### config.mk
export PLATFORM = sky130hd
export DESIGN_NAME = if_fetch_buffer
export DESIGN_NICKNAME = d
export VERILOG_FILES = /design/src/rtl/if_fetch_buffer.sv
export SDC_FILE = /design/constraint.sdc
export NUM_CORES = 1
export LEC_CHECK = 0
export BUFFER_PORTS_ARGS = -buffer_cell sky130_fd_sc_hd__buf_4
export CAP_MARGIN = 20
export CORE_MARGIN = 5
export CORE_UTILIZATION = 50
export CTS_BUF_LIST = sky130_fd_sc_hd__clkbuf_4 sky130_fd_sc_hd__clkbuf_8 sky130_fd_sc_hd__clkbuf_16
export DETAILED_ROUTE_END_ITERATION = 12
export PLACE_DENSITY = 0.76
export SLEW_MARGIN = 20
export SYNTH_ARGS = -nofsm -noshare
export SYNTH_HDL_FRONTEND = slang
export SYNTH_SLANG_ARGS = --single-unit
### constraint.sdc
create_clock -name clk -period 11 [get_ports clk]
set_input_delay 1.1 -clock clk [delete_from_list [all_inputs] [get_ports clk]]
set_output_delay 1.1 -clock clk [all_outputs]
set_load 0.03 [all_outputs]
### src/rtl/if_fetch_buffer.sv
// if_fetch_buffer
// Instruction-fetch stage between the PC register and the IF/ID register.
// Issues one instruction-memory read at a time over a req/ack handshake and
// queues returned words together with their fetch address in a small FIFO.
//
// Ports:
//   clk, rst        clock and synchronous active-high reset
//   pc_i, ce_i      fetch address and fetch enable from the PC register
//   flush_i         branch taken: drop queued and in-flight fetches
//   stallreq_o      hold the PC until the current fetch is pushed (combinational)
//   mem_req_o       registered read request to instruction memory
//   mem_addr_o      registered read address
//   mem_ack_i       read data valid this cycle
//   mem_data_i      read data
//   id_ready_i      downstream accepts the head entry this cycle
//   inst_valid_o    FIFO non-empty
//   inst_o          head instruction (0 when empty)
//   inst_pc_o       head instruction's address (0 when empty)
module if_fetch_buffer #(
  parameter int unsigned DEPTH  = 2,
  parameter int unsigned ADDR_W = 32,
  parameter int unsigned DATA_W = 32
) (
  input  logic              clk,
  input  logic              rst,
  input  logic [ADDR_W-1:0] pc_i,
  input  logic              ce_i,
  input  logic              flush_i,
  output logic              stallreq_o,
  output logic              mem_req_o,
  output logic [ADDR_W-1:0] mem_addr_o,
  input  logic              mem_ack_i,
  input  logic [DATA_W-1:0] mem_data_i,
  input  logic              id_ready_i,
  output logic              inst_valid_o,
  output logic [DATA_W-1:0] inst_o,
  output logic [ADDR_W-1:0] inst_pc_o
);

  localparam int unsigned PtrW = (DEPTH > 1) ? $clog2(DEPTH) : 1;
  localparam int unsigned CntW = PtrW + 1;

  typedef enum logic [1:0] {
    StIdle    = 2'd0,
    StWait    = 2'd1,  // request outstanding, result kept
    StDiscard = 2'd2   // request outstanding, result dropped after a flush
  } state_e;

  state_e            r_state, w_state_d;
  logic              r_mem_req, w_mem_req_d;
  logic [ADDR_W-1:0] r_mem_addr, w_mem_addr_d;
  logic [CntW-1:0]   r_count;
  logic [PtrW-1:0]   r_rd_ptr, r_wr_ptr;
  logic [DATA_W-1:0] r_data_mem [DEPTH];
  logic [ADDR_W-1:0] r_pc_mem   [DEPTH];

  logic w_issue, w_push, w_pop, w_not_empty;

  assign w_not_empty = (r_count != '0);
  assign w_issue     = (r_state == StIdle) && ce_i && !flush_i && (r_count < CntW'(DEPTH));
  assign w_push      = (r_state == StWait) && mem_ack_i && !flush_i;
  assign w_pop       = w_not_empty && id_ready_i;

  // The PC may advance exactly when its fetch is pushed, or on a branch load.
  assign stallreq_o  = ce_i && !flush_i && !((r_state == StWait) && mem_ack_i);

  // ---------------------------------------------------------------------------
  // Fetch control FSM
  // ---------------------------------------------------------------------------
  always_comb begin
    w_state_d    = r_state;
    w_mem_req_d  = r_mem_req;
    w_mem_addr_d = r_mem_addr;
    unique case (r_state)
      StIdle: begin
        if (w_issue) begin
          w_state_d    = StWait;
          w_mem_req_d  = 1'b1;
          w_mem_addr_d = pc_i;
        end
      end
      StWait: begin
        if (mem_ack_i) begin
          w_state_d   = StIdle;
          w_mem_req_d = 1'b0;
        end else if (flush_i) begin
          w_state_d = StDiscard;
        end
      end
      StDiscard: begin
        if (mem_ack_i) begin
          w_state_d   = StIdle;
          w_mem_req_d = 1'b0;
        end
      end
      default: begin
        w_state_d   = StIdle;
        w_mem_req_d = 1'b0;
      end
    endcase
  end

  always_ff @(posedge clk) begin
    if (rst) begin
      r_state    <= StIdle;
      r_mem_req  <= 1'b0;
      r_mem_addr <= '0;
    end else begin
      r_state    <= w_state_d;
      r_mem_req  <= w_mem_req_d;
      r_mem_addr <= w_mem_addr_d;
    end
  end

  // ---------------------------------------------------------------------------
  // FIFO bookkeeping; a flush overrides any same-cycle push or pop
  // ---------------------------------------------------------------------------
  always_ff @(posedge clk) begin
    if (rst || flush_i) begin
      r_count  <= '0;
      r_rd_ptr <= '0;
      r_wr_ptr <= '0;
    end else begin
      if (w_push) begin
        r_wr_ptr <= r_wr_ptr + PtrW'(1);
      end
      if (w_pop) begin
        r_rd_ptr <= r_rd_ptr + PtrW'(1);
      end
      if (w_push && !w_pop) begin
        r_count <= r_count + CntW'(1);
      end else if (!w_push && w_pop) begin
        r_count <= r_count - CntW'(1);
      end
    end
  end

  // Storage needs no reset: entries are only visible while counted.
  always_ff @(posedge clk) begin
    if (w_push) begin
      r_data_mem[r_wr_ptr] <= mem_data_i;
      r_pc_mem[r_wr_ptr]   <= r_mem_addr;
    end
  end

  assign mem_req_o    = r_mem_req;
  assign mem_addr_o   = r_mem_addr;
  assign inst_valid_o = w_not_empty;
  assign inst_o       = w_not_empty ? r_data_mem[r_rd_ptr] : '0;
  assign inst_pc_o    = w_not_empty ? r_pc_mem[r_rd_ptr] : '0;

endmodule

==> results.yml <==
status:
  outcome: "completed"
final_layout:
  fin_util_pct: 66.3
  fillers: 932
  syn_to_final_growth_pct: 30.5
  nNetsFinal: 699
  drive_gt1_share_pct: 34.0
  postLayoutCellArea_mm2: 0.00837
  antennaDiodeCount: 0
min_path:
  hold_class: "flip-flop to flip-flop"
clock_network:
  clkTransAtPathRegs_ps: 60
  ctsHoldBuffers: 0
  clkLatencyLatePin_ps: 410
  cts.sinks: 168
  ctsRootBufferMaster: "clkbuf_16"
  cts_max_level: 4
  cts_tree: "done"
  cts-resized-gates: 0
  clock_path_buffers: 2
  post_cts_buffers: 0
  cts_inserted_buffers: 17
detailed_routing:
  drc: 0
  wl_met2_um: 6350
  dr.pass1.iters: 4
  routed_wl_um: 13300
  routedWlPerCell_um: 16.4
  top_layer_used: "met4"
  m1WireLength_um: 5610
  postRouteAntennaNets: 0
  drt_iter0_markers: 265
  via_per_inst: 5.00
  num_vias: 4051
  wl_met3_um: 1220
placed_design:
  dpl.hpwl_um: 8720
  dpl_cell_area_mm2: 0.00777
  io_buffers: 168
  routabilityCongestion: 0.767
sta:
  final_max_slew_viol_count: 0
  setup-tns-final_ps: 0
  setup-violations-final: 0
  min_period_ps: 3270
  holdWs_ps: 486
  min_period_over_period_pct: 29.7
  rsz0062_at_grt: "no"
  relSlewSlack_pct: 26.1
  worst_slew_pin_slew_ps: 1110
  finalHoldViolCount: 0
  fmax_mhz: 306
  finClkSkew_ps: 13.1
synth:
  yosys_warnings: 0
  synth_seq_cells: 168
  async_flop_share_pct: 0
  synth.top_cells.by_area: "edfxtp_1 (60%), dfxtp_1 (12%), mux2i_1 (10%)"
  synth_most_common_cell: "edfxtp_1"
  synth_fp_nets: 534
  synth_top_area_share_pct: 59.9
  synth_cell_types: 25
  avgSynthCellArea_um2: 13.9
  syn_inst: 460
  synth.cell_area_mm2: 0.00641
  synth_area_leader_cell: "edfxtp_1"
  synthFlopType: "edfxtp_1"
  synth_seq_area_share_pct: 72.4
  synthTopCellsByCount: "edfxtp_1 (128), nor2_1 (68), nand2_1 (66), mux2i_1 (64), dfxtp_1 (40)"
  synth_edf_count: 128
die:
  die_area_mm2: 0.0152
  std_cell_rows: 41
  die_w_um: 123
  io_pins: 169
  die_h_um: 123
  core-area_mm2: 0.0126
  initial_utilization_pct: 50.8
job:
  cap_viol_max_count: 0
global_routing:
  globalRouteOverflowTotal: 0
  antenna_found_initial: 0
  grt_max_degree: 65
  first_global_vias: 4054
  grt_util_all_layers_pct: 17.7
  grt_pass1_wl_um: 20500
critical_path:
  cp_max_fo: 43
  critical_path_arrival_ps: 2170
  start_kind: "flip-flop"
  required_ps: 9900
  path_class: "flip-flop to output pin"
  end_kind: "output pin"
pwr:
  seqPwrFrac_pct: 50.5
  clockPowerShare_pct: 42.0
  internal-power_mw: 1.10
  power_frac_comb_pct: 7.6
  p_leak_nw: 3.09
  p_switching_mw: 0.292
  netSwitchingFraction_pct: 20.9
  power_density_mw_per_mm2: 167
  ir_drop_mv: 0.0863
## cell families after synthesis
logic type	share of synthesized area (%)
buffers and inverters	2.95
flip-flops	72.4
multiplexers	10.2
XOR/XNOR	0.683
AND/OR/NAND/NOR	9.62
adder cells (fa/ha/maj)	0.781
AO/OA/AOI/OAI	3.38
## stage by stage
| stage | setup slack [ps] | power, mW | instances |
|---|---|---|---|
| 3_3_place_gp | 8190 | 0.821 | 778 |
| 5_1_grt | 7580 | 1.44 | 810 |
| 2_1_floorplan | 4840 | 0.776 | 460 |
| 4_1_cts | 7730 | 1.41 | 810 |
| 3_5_place_dp | 8150 | 0.824 | 778 |
| 6_report | 7730 | 1.40 | 810 |
## cells in the final DEF (no fill, tap or decap)
cell and instances:
a21oi_1 29, nand2_1 66, nor2_1 67, ha_1 4, buf_4 173, dfxtp_1 39, edfxtp_1 128, mux2_2 1
clkinv_4 3, nor3_1 5, clkbuf_4 7, inv_1 4, clkinv_2 1, xor2_1 4, clkinv_1 1, nor4bb_4 1
nor2_4 1, clkbuf_16 18, mux2i_1 64, bufinv_16 2, nor3_2 1, o21ai_0 2, nand4bb_1 1, dfxtp_4 1
and2_2 1, and3b_1 1, nor3b_1 1, xnor2_1 1, nand2b_1 3, a21oi_2 7, nor2b_1 1
## cell type report
cell class	count	area [µm²]	share of cell area (%)
multi-input cells	261	1590	19.0
inverters	4	15.0	0.179
clock buffers	25	503	6.01
flip-flops and latches	168	4650	55.5
clock inverters	7	95.1	1.14
well taps	172	215	2.57
repair buffers	173	1300	15.5
## state kept, by name, indices dropped and copies added (netlist names), named ones only
register and flops:
r_data_mem 64, r_state 2, r_pc_mem 64, r_count 2, r_rd_ptr 1, mem_addr_o 32
mem_req_o 1, r_wr_ptr 1
## path summary, 6_finish.rpt
| path | startpoint | end | slack [ps] | depth (start not counted) |
|---|---|---|---|---|
| setup reg to reg | r_state[1] | r_data_mem[1][1] | 8800 | 6 |
| hold / removal | mem_req_o | mem_req_o | 490 | 2 |
| setup / recovery | r_count[1] | inst_o[0] | 7730 | 4 |
| hold reg to reg | mem_req_o | mem_req_o | 490 | 2 |
## power groups by stage
stage / combinational, mW / sequential, mW / clock (mW)
2_1_floorplan: 0.0481 / 0.728 / 0
3_3_place_gp: 0.104 / 0.717 / 0
3_5_place_dp: 0.106 / 0.718 / 0
4_1_cts: 0.106 / 0.704 / 0.595
5_1_grt: 0.113 / 0.706 / 0.624
6_report: 0.106 / 0.704 / 0.585
## critical path: stages, from the launching register on
cell	delay, ps
dfxtp_1	380
nor2_4	520
buf_4	510
nor2_1	140
buf_4	190
## metal layers
metal | global-route usage, % | vias to the layer above
met2 | 27.9 | 155
met3 | 5.76 | 14
met4 | 5.67 | 0
met5 | 0 | -
met1 | 23.5 | 1926
li1 | - | 1956
Note: power is estimated with default switching activity, not from simulation.
